File: config.mk
export PLATFORM = sky130hd
export DESIGN_NAME = ahb3lite_burst_master
export DESIGN_NICKNAME = d
export VERILOG_FILES = /design/src/rtl/ahb3lite_burst_master.sv
export SDC_FILE = /design/constraint.sdc
export NUM_CORES = 1
export LEC_CHECK = 0
export ABC_CLOCK_PERIOD_IN_PS = 3400
export CORE_UTILIZATION = 48
export DETAILED_ROUTE_END_ITERATION = 7
export PLACE_DENSITY = 0.87
export REMOVE_ABC_BUFFERS = 1
export SYNTH_ARGS = -nofsm -noshare
export SYNTH_HDL_FRONTEND = slang
export SYNTH_SLANG_ARGS = --single-unit
File: constraint.sdc
create_clock -name HCLK -period 3.4 [get_ports HCLK]
set_input_delay 0.68 -clock HCLK [delete_from_list [all_inputs] [get_ports HCLK]]
set_output_delay 0.68 -clock HCLK [all_outputs]
set_load 0.1 [all_outputs]
File: src/rtl/ahb3lite_burst_master.sv
// AHB3-Lite burst master: turns one burst command into a pipelined AHB-Lite transfer
// sequence with wrap/increment addressing, wait-state stalls and error abort.
module ahb3lite_burst_master #(
    parameter int unsigned HADDR_SIZE = 32,
    parameter int unsigned HDATA_SIZE = 32,
    parameter int unsigned MAX_LEN    = 16
) (
    input  logic                  HCLK,
    input  logic                  HRESETn,
    input  logic                  cmd_valid,
    output logic                  cmd_ready,
    input  logic                  cmd_write,
    input  logic [HADDR_SIZE-1:0] cmd_addr,
    input  logic [2:0]            cmd_hburst,
    input  logic [2:0]            cmd_hsize,
    input  logic [3:0]            cmd_hprot,
    input  logic [4:0]            cmd_len,
    input  logic [HDATA_SIZE-1:0] wdata,
    output logic                  wdata_pop,
    output logic [HDATA_SIZE-1:0] rdata,
    output logic                  rdata_valid,
    output logic                  done,
    output logic                  err,
    output logic                  HSEL,
    output logic [HADDR_SIZE-1:0] HADDR,
    output logic [HDATA_SIZE-1:0] HWDATA,
    output logic                  HWRITE,
    output logic [2:0]            HSIZE,
    output logic [2:0]            HBURST,
    output logic [3:0]            HPROT,
    output logic [1:0]            HTRANS,
    output logic                  HMASTLOCK,
    input  logic [HDATA_SIZE-1:0] HRDATA,
    input  logic                  HREADY,
    input  logic                  HRESP
);

    localparam int unsigned CNT_W = 5;

    localparam logic [1:0] ST_IDLE  = 2'd0;
    localparam logic [1:0] ST_BURST = 2'd1;
    localparam logic [1:0] ST_LAST  = 2'd2;
    localparam logic [1:0] ST_ERR   = 2'd3;

    localparam logic [1:0] HT_IDLE   = 2'b00;
    localparam logic [1:0] HT_NONSEQ = 2'b10;
    localparam logic [1:0] HT_SEQ    = 2'b11;
    localparam logic [2:0] HB_INCR   = 3'b001;

    logic [1:0]            state_q, state_d;
    logic [1:0]            htrans_q, htrans_d;
    logic                  hsel_q, hsel_d;
    logic [HADDR_SIZE-1:0] haddr_q, haddr_d;
    logic [HDATA_SIZE-1:0] hwdata_q, hwdata_d;
    logic                  hwrite_q, hwrite_d;
    logic [2:0]            hsize_q, hsize_d;
    logic [2:0]            hburst_q, hburst_d;
    logic [3:0]            hprot_q, hprot_d;
    logic                  cmd_ready_q, cmd_ready_d;
    logic [HDATA_SIZE-1:0] rdata_q, rdata_d;
    logic                  rdata_valid_q, rdata_valid_d;
    logic                  done_q, done_d;
    logic                  err_q, err_d;
    logic [CNT_W-1:0]      beats_left_q, beats_left_d;
    logic                  wrap_q, wrap_d;
    logic [HADDR_SIZE-1:0] wrap_mask_q, wrap_mask_d;
    logic                  dphase_q, dphase_d;
    logic                  dphase_rd_q, dphase_rd_d;

    logic [2:0]            cmd_size_c;
    logic [CNT_W-1:0]      cmd_beats_c;
    logic                  cmd_wrap_c;
    logic [HADDR_SIZE-1:0] step_c;
    logic [HADDR_SIZE-1:0] incr_addr_c;
    logic [HADDR_SIZE-1:0] next_addr_c;
    logic                  cross_1k_c;
    logic                  accept_c;
    logic                  err_first_c;

    // Command decode: clamp size, derive beat count and wrap flag
    always_comb begin
        cmd_size_c = (cmd_hsize > 3'b010) ? 3'b010 : cmd_hsize;
        cmd_wrap_c = (cmd_hburst[2:1] != 2'b00) && !cmd_hburst[0];
        case (cmd_hburst)
            3'b000: cmd_beats_c = CNT_W'(1);
            3'b001: begin
                if (cmd_len == 5'd0) begin
                    cmd_beats_c = CNT_W'(1);
                end else if (32'(cmd_len) > MAX_LEN) begin
                    cmd_beats_c = CNT_W'(MAX_LEN);
                end else begin
                    cmd_beats_c = CNT_W'(cmd_len);
                end
            end
            3'b010, 3'b011: cmd_beats_c = CNT_W'(4);
            3'b100, 3'b101: cmd_beats_c = CNT_W'(8);
            default:        cmd_beats_c = CNT_W'(16);
        endcase
    end

    // Next beat address; wrap bursts keep the bits above the wrap boundary
    always_comb begin
        step_c      = HADDR_SIZE'(1) << hsize_q;
        incr_addr_c = haddr_q + step_c;
        next_addr_c = wrap_q ? ((haddr_q & ~wrap_mask_q) | (incr_addr_c & wrap_mask_q))
                             : incr_addr_c;
        cross_1k_c  = !wrap_q && (next_addr_c[9:0] == 10'd0);
    end

    assign accept_c    = htrans_q[1] & HREADY;
    assign err_first_c = dphase_q & HRESP & ~HREADY;

    always_comb begin
        state_d       = state_q;
        htrans_d      = htrans_q;
        hsel_d        = hsel_q;
        haddr_d       = haddr_q;
        hwdata_d      = hwdata_q;
        hwrite_d      = hwrite_q;
        hsize_d       = hsize_q;
        hburst_d      = hburst_q;
        hprot_d       = hprot_q;
        cmd_ready_d   = cmd_ready_q;
        rdata_d       = rdata_q;
        rdata_valid_d = 1'b0;
        done_d        = 1'b0;
        err_d         = 1'b0;
        beats_left_d  = beats_left_q;
        wrap_d        = wrap_q;
        wrap_mask_d   = wrap_mask_q;
        dphase_d      = dphase_q;
        dphase_rd_d   = dphase_rd_q;

        if (HREADY) begin
            dphase_d    = htrans_q[1];
            dphase_rd_d = ~hwrite_q;
        end
        if (dphase_q && dphase_rd_q && HREADY && !HRESP) begin
            rdata_d       = HRDATA;
            rdata_valid_d = 1'b1;
        end
        if (accept_c && hwrite_q) begin
            hwdata_d = wdata;
        end

        case (state_q)
            ST_IDLE: begin
                cmd_ready_d = 1'b1;
                if (cmd_valid && cmd_ready_q) begin
                    hwrite_d     = cmd_write;
                    haddr_d      = cmd_addr;
                    hsize_d      = cmd_size_c;
                    hburst_d     = cmd_hburst;
                    hprot_d      = cmd_hprot;
                    wrap_d       = cmd_wrap_c;
                    wrap_mask_d  = (HADDR_SIZE'(cmd_beats_c) << cmd_size_c) - HADDR_SIZE'(1);
                    beats_left_d = cmd_beats_c - CNT_W'(1);
                    htrans_d     = HT_NONSEQ;
                    hsel_d       = 1'b1;
                    cmd_ready_d  = 1'b0;
                    state_d      = ST_BURST;
                end
            end
            ST_BURST: begin
                if (err_first_c) begin
                    htrans_d = HT_IDLE;
                    hsel_d   = 1'b0;
                    state_d  = ST_ERR;
                end else if (HREADY) begin
                    if (beats_left_q == CNT_W'(0)) begin
                        htrans_d = HT_IDLE;
                        hsel_d   = 1'b0;
                        state_d  = ST_LAST;
                    end else begin
                        haddr_d      = next_addr_c;
                        beats_left_d = beats_left_q - CNT_W'(1);
                        // A 1KB crossing restarts the burst as undefined-length INCR
                        if (cross_1k_c) begin
                            htrans_d = HT_NONSEQ;
                            hburst_d = HB_INCR;
                        end else begin
                            htrans_d = HT_SEQ;
                        end
                    end
                end
            end
            ST_LAST: begin
                if (err_first_c) begin
                    state_d = ST_ERR;
                end else if (HREADY) begin
                    done_d      = 1'b1;
                    cmd_ready_d = 1'b1;
                    state_d     = ST_IDLE;
                end
            end
            ST_ERR: begin
                htrans_d = HT_IDLE;
                hsel_d   = 1'b0;
                if (HREADY) begin
                    done_d      = 1'b1;
                    err_d       = 1'b1;
                    cmd_ready_d = 1'b1;
                    state_d     = ST_IDLE;
                end
            end
            default: state_d = ST_IDLE;
        endcase
    end

    always_ff @(posedge HCLK or negedge HRESETn) begin
        if (!HRESETn) begin
            state_q       <= ST_IDLE;
            htrans_q      <= HT_IDLE;
            hsel_q        <= 1'b0;
            haddr_q       <= '0;
            hwdata_q      <= '0;
            hwrite_q      <= 1'b0;
            hsize_q       <= 3'b000;
            hburst_q      <= 3'b000;
            hprot_q       <= 4'b0000;
            cmd_ready_q   <= 1'b1;
            rdata_q       <= '0;
            rdata_valid_q <= 1'b0;
            done_q        <= 1'b0;
            err_q         <= 1'b0;
            beats_left_q  <= '0;
            wrap_q        <= 1'b0;
            wrap_mask_q   <= '0;
            dphase_q      <= 1'b0;
            dphase_rd_q   <= 1'b0;
        end else begin
            state_q       <= state_d;
            htrans_q      <= htrans_d;
            hsel_q        <= hsel_d;
            haddr_q       <= haddr_d;
            hwdata_q      <= hwdata_d;
            hwrite_q      <= hwrite_d;
            hsize_q       <= hsize_d;
            hburst_q      <= hburst_d;
            hprot_q       <= hprot_d;
            cmd_ready_q   <= cmd_ready_d;
            rdata_q       <= rdata_d;
            rdata_valid_q <= rdata_valid_d;
            done_q        <= done_d;
            err_q         <= err_d;
            beats_left_q  <= beats_left_d;
            wrap_q        <= wrap_d;
            wrap_mask_q   <= wrap_mask_d;
            dphase_q      <= dphase_d;
            dphase_rd_q   <= dphase_rd_d;
        end
    end

    // The write pop tracks address acceptance, which depends on this cycle's HREADY
    assign wdata_pop   = accept_c & hwrite_q;
    assign cmd_ready   = cmd_ready_q;
    assign rdata       = rdata_q;
    assign rdata_valid = rdata_valid_q;
    assign done        = done_q;
    assign err         = err_q;
    assign HSEL        = hsel_q;
    assign HADDR       = haddr_q;
    assign HWDATA      = hwdata_q;
    assign HWRITE      = hwrite_q;
    assign HSIZE       = hsize_q;
    assign HBURST      = hburst_q;
    assign HPROT       = hprot_q;
    assign HTRANS      = htrans_q;
    assign HMASTLOCK   = 1'b0;

endmodule

==> out/results.tsv <==
metric	value	unit
status	finished clean	
seq_area	0.00368	mm^2
overflow	0	
finalCriticalPeriod	2.99	ns
ff2ff_path_depth	9	
design.core.area	0.0159	mm^2
grt_usage	0.284	
routed_via_density	5.65	
drt-initial-drc-count	573	
detail-route-antenna-nets	0	
portBuffers	231	
worstSetupPathType	flop to flop	
fin_cells	1308	
antenna_cells	0	
setup_viol	0	
synth_cells	846	
synth_top_area_share	0.467	
multi_input_area	0.00389	mm^2
finalWorstSetupSlack	0.409	ns
setup.worst_path.start_class	flop	
tns	0	ns
cts.clk_slew.worst_paths	0.06	ns
ys_types	77	
place_inst	1277	
synth.yosys.seq_area_share	0.470	
fillerInstances	1218	
post_cts_resized	0	
cts-buffers-inserted	17	
yosys_warnings	0	
clk_latency	0.43	ns
rsz0062_at_grt	false	
firstDrtPassIters	6	
synthArstFlopShare	1.00	
synth_area_per_cell	9.25	um^2
wl	23.1	mm
antenna_found_initial	0	
cts_tree	built	
syn_area	0.00782	mm^2
cts_buffer_depth	2	
min_period_over_period	0.880	
slew_viol_final	0	
tightest_slew	1.00	ns
nets	1213	
dp_slack	0.137	ns
grt_pass1_vias	7310	
root_buffer	clkbuf_16	
die-area	0.0168	mm^2
relSlewSlack	0.329	
wl_per_cell	17.7	um
vias	7389	
fin_util	0.680	
grt_max_degree	69	
grt_pass1_wl	36.7	mm
end_kind	flop	
arrival	3.26	ns
critPathMaxFanout	10	
dp_hpwl	16.9	mm
area_growth	38.0	%
synthTopCellsByArea	dfrtp_1 47%, nand2_1 9.3%, mux2_2 5.5%	
fin_skew	0.0115	ns
yosysMostFrequentCell	nand2_1	
yosysTopAreaCell	dfrtp_1	
timing_hold_violations_final	0	
io_pins	233	
ff2ff_setup_slack	0.41	ns
postCtsSetupBuffers	0	
drt_drc_violations_left	0	
hp-class	input pin to async pin	
die_w	130	um
cts-htree-levels	4	
start_util	0.493	
maxCapViolations	0	
yosys_register_bits	147	
synth_edf_count	0	
rows	46	
synth_ff_type	dfrtp_1	
synth_commonest_cells	194 x nand2_1, 146 x dfrtp_1, 49 x o21ai_0	
fmax	334	MHz
gp_congestion	0.899	
cts_hold_buf	0	
layout-drive-gt1-share	0.182	
required	3.67	ns
die_height	130	um
cts_sinks	147	
==> cell type report <==
| cell class | count | area share |
|---|---|---|
| clock buffers | 19 | 0.0410 |
| flip-flops and latches | 147 | 0.341 |
| clock inverters | 12 | 0.0101 |
| repair buffers | 258 | 0.217 |
| well taps | 216 | 0.0250 |
| inverters | 17 | 0.00591 |
| multi-input cells | 639 | 0.360 |
==> cells in the final DEF (no fill, tap or decap), types with 16 or more instances in the layout <==
cell type        synthesis  layout
clkdlybuf4s50_1          0     151
a21oi_1                 48      48
nor2_1                  47      47
nand2_1                194     194
inv_1                   16      16
mux2_2                  38      38
clkbuf_16                0      17
o21ai_0                 49      49
nand3_1                 18      18
nand2b_1                22      22
buf_4                    4     104
o22ai_1                 21      21
dfrtp_1                146     146
==> metrics by stage <==
step	instance area, um^2	hold WS, ns
after global placement	10200	0.447
after CTS	10800	0.269
after global routing	10800	0.290
after floorplan	7630	0.384
after detailed placement	10200	0.455
final	10800	0.240
==> critical path: stages, from the launching register on <==
cell and delay (ns):
dfrtp_1 0.49, nor3_1 0.09, ha_1 0.23, fa_1 0.42
a211oi_2 0.31, nor2_1 0.11, xnor2_1 0.25, nand4_1 0.18
nor4b_2 0.59, a211oi_1 0.17
==> worst paths after layout <==
path / startpoint / to
worst min-delay path: HRESETn / async pin
worst min register to register: wrap_mask_q[30] / wrap_mask_q[30]
min in group HCLK: wrap_mask_q[30] / wrap_mask_q[30]
worst max-delay path: HSIZE[1] / HTRANS[0]
max in group asynchronous: HRESETn / rdata[30]
worst max register to register: HSIZE[1] / HTRANS[0]
==> cell families (layout without fill, tap and decap cells) <==
kind of cell    count (synthesis)  count (layout)  share of synthesized area
simple gates                  363             363                      0.219
compound gates                198             198                      0.170
flops                         147             147                      0.470
buf+inv                        61             306                     0.0331
mux                            46              46                     0.0649
fa+ha+maj                      16              16                     0.0265
xor+xnor                       13              13                     0.0146
other cells                     2               3                   0.000960
==> metal layers <==
layer  vias up  wire, um  global-route usage
li1       3455         -                   -
met1      3545      9100               0.340
met2       337     11600               0.484
met3        52      1930              0.0780
met4         0       529               0.116
met5         -         0                   0
Power is not shown: default switching activity piles up to over one toggle a cycle in this logic, so the estimate is an artifact.
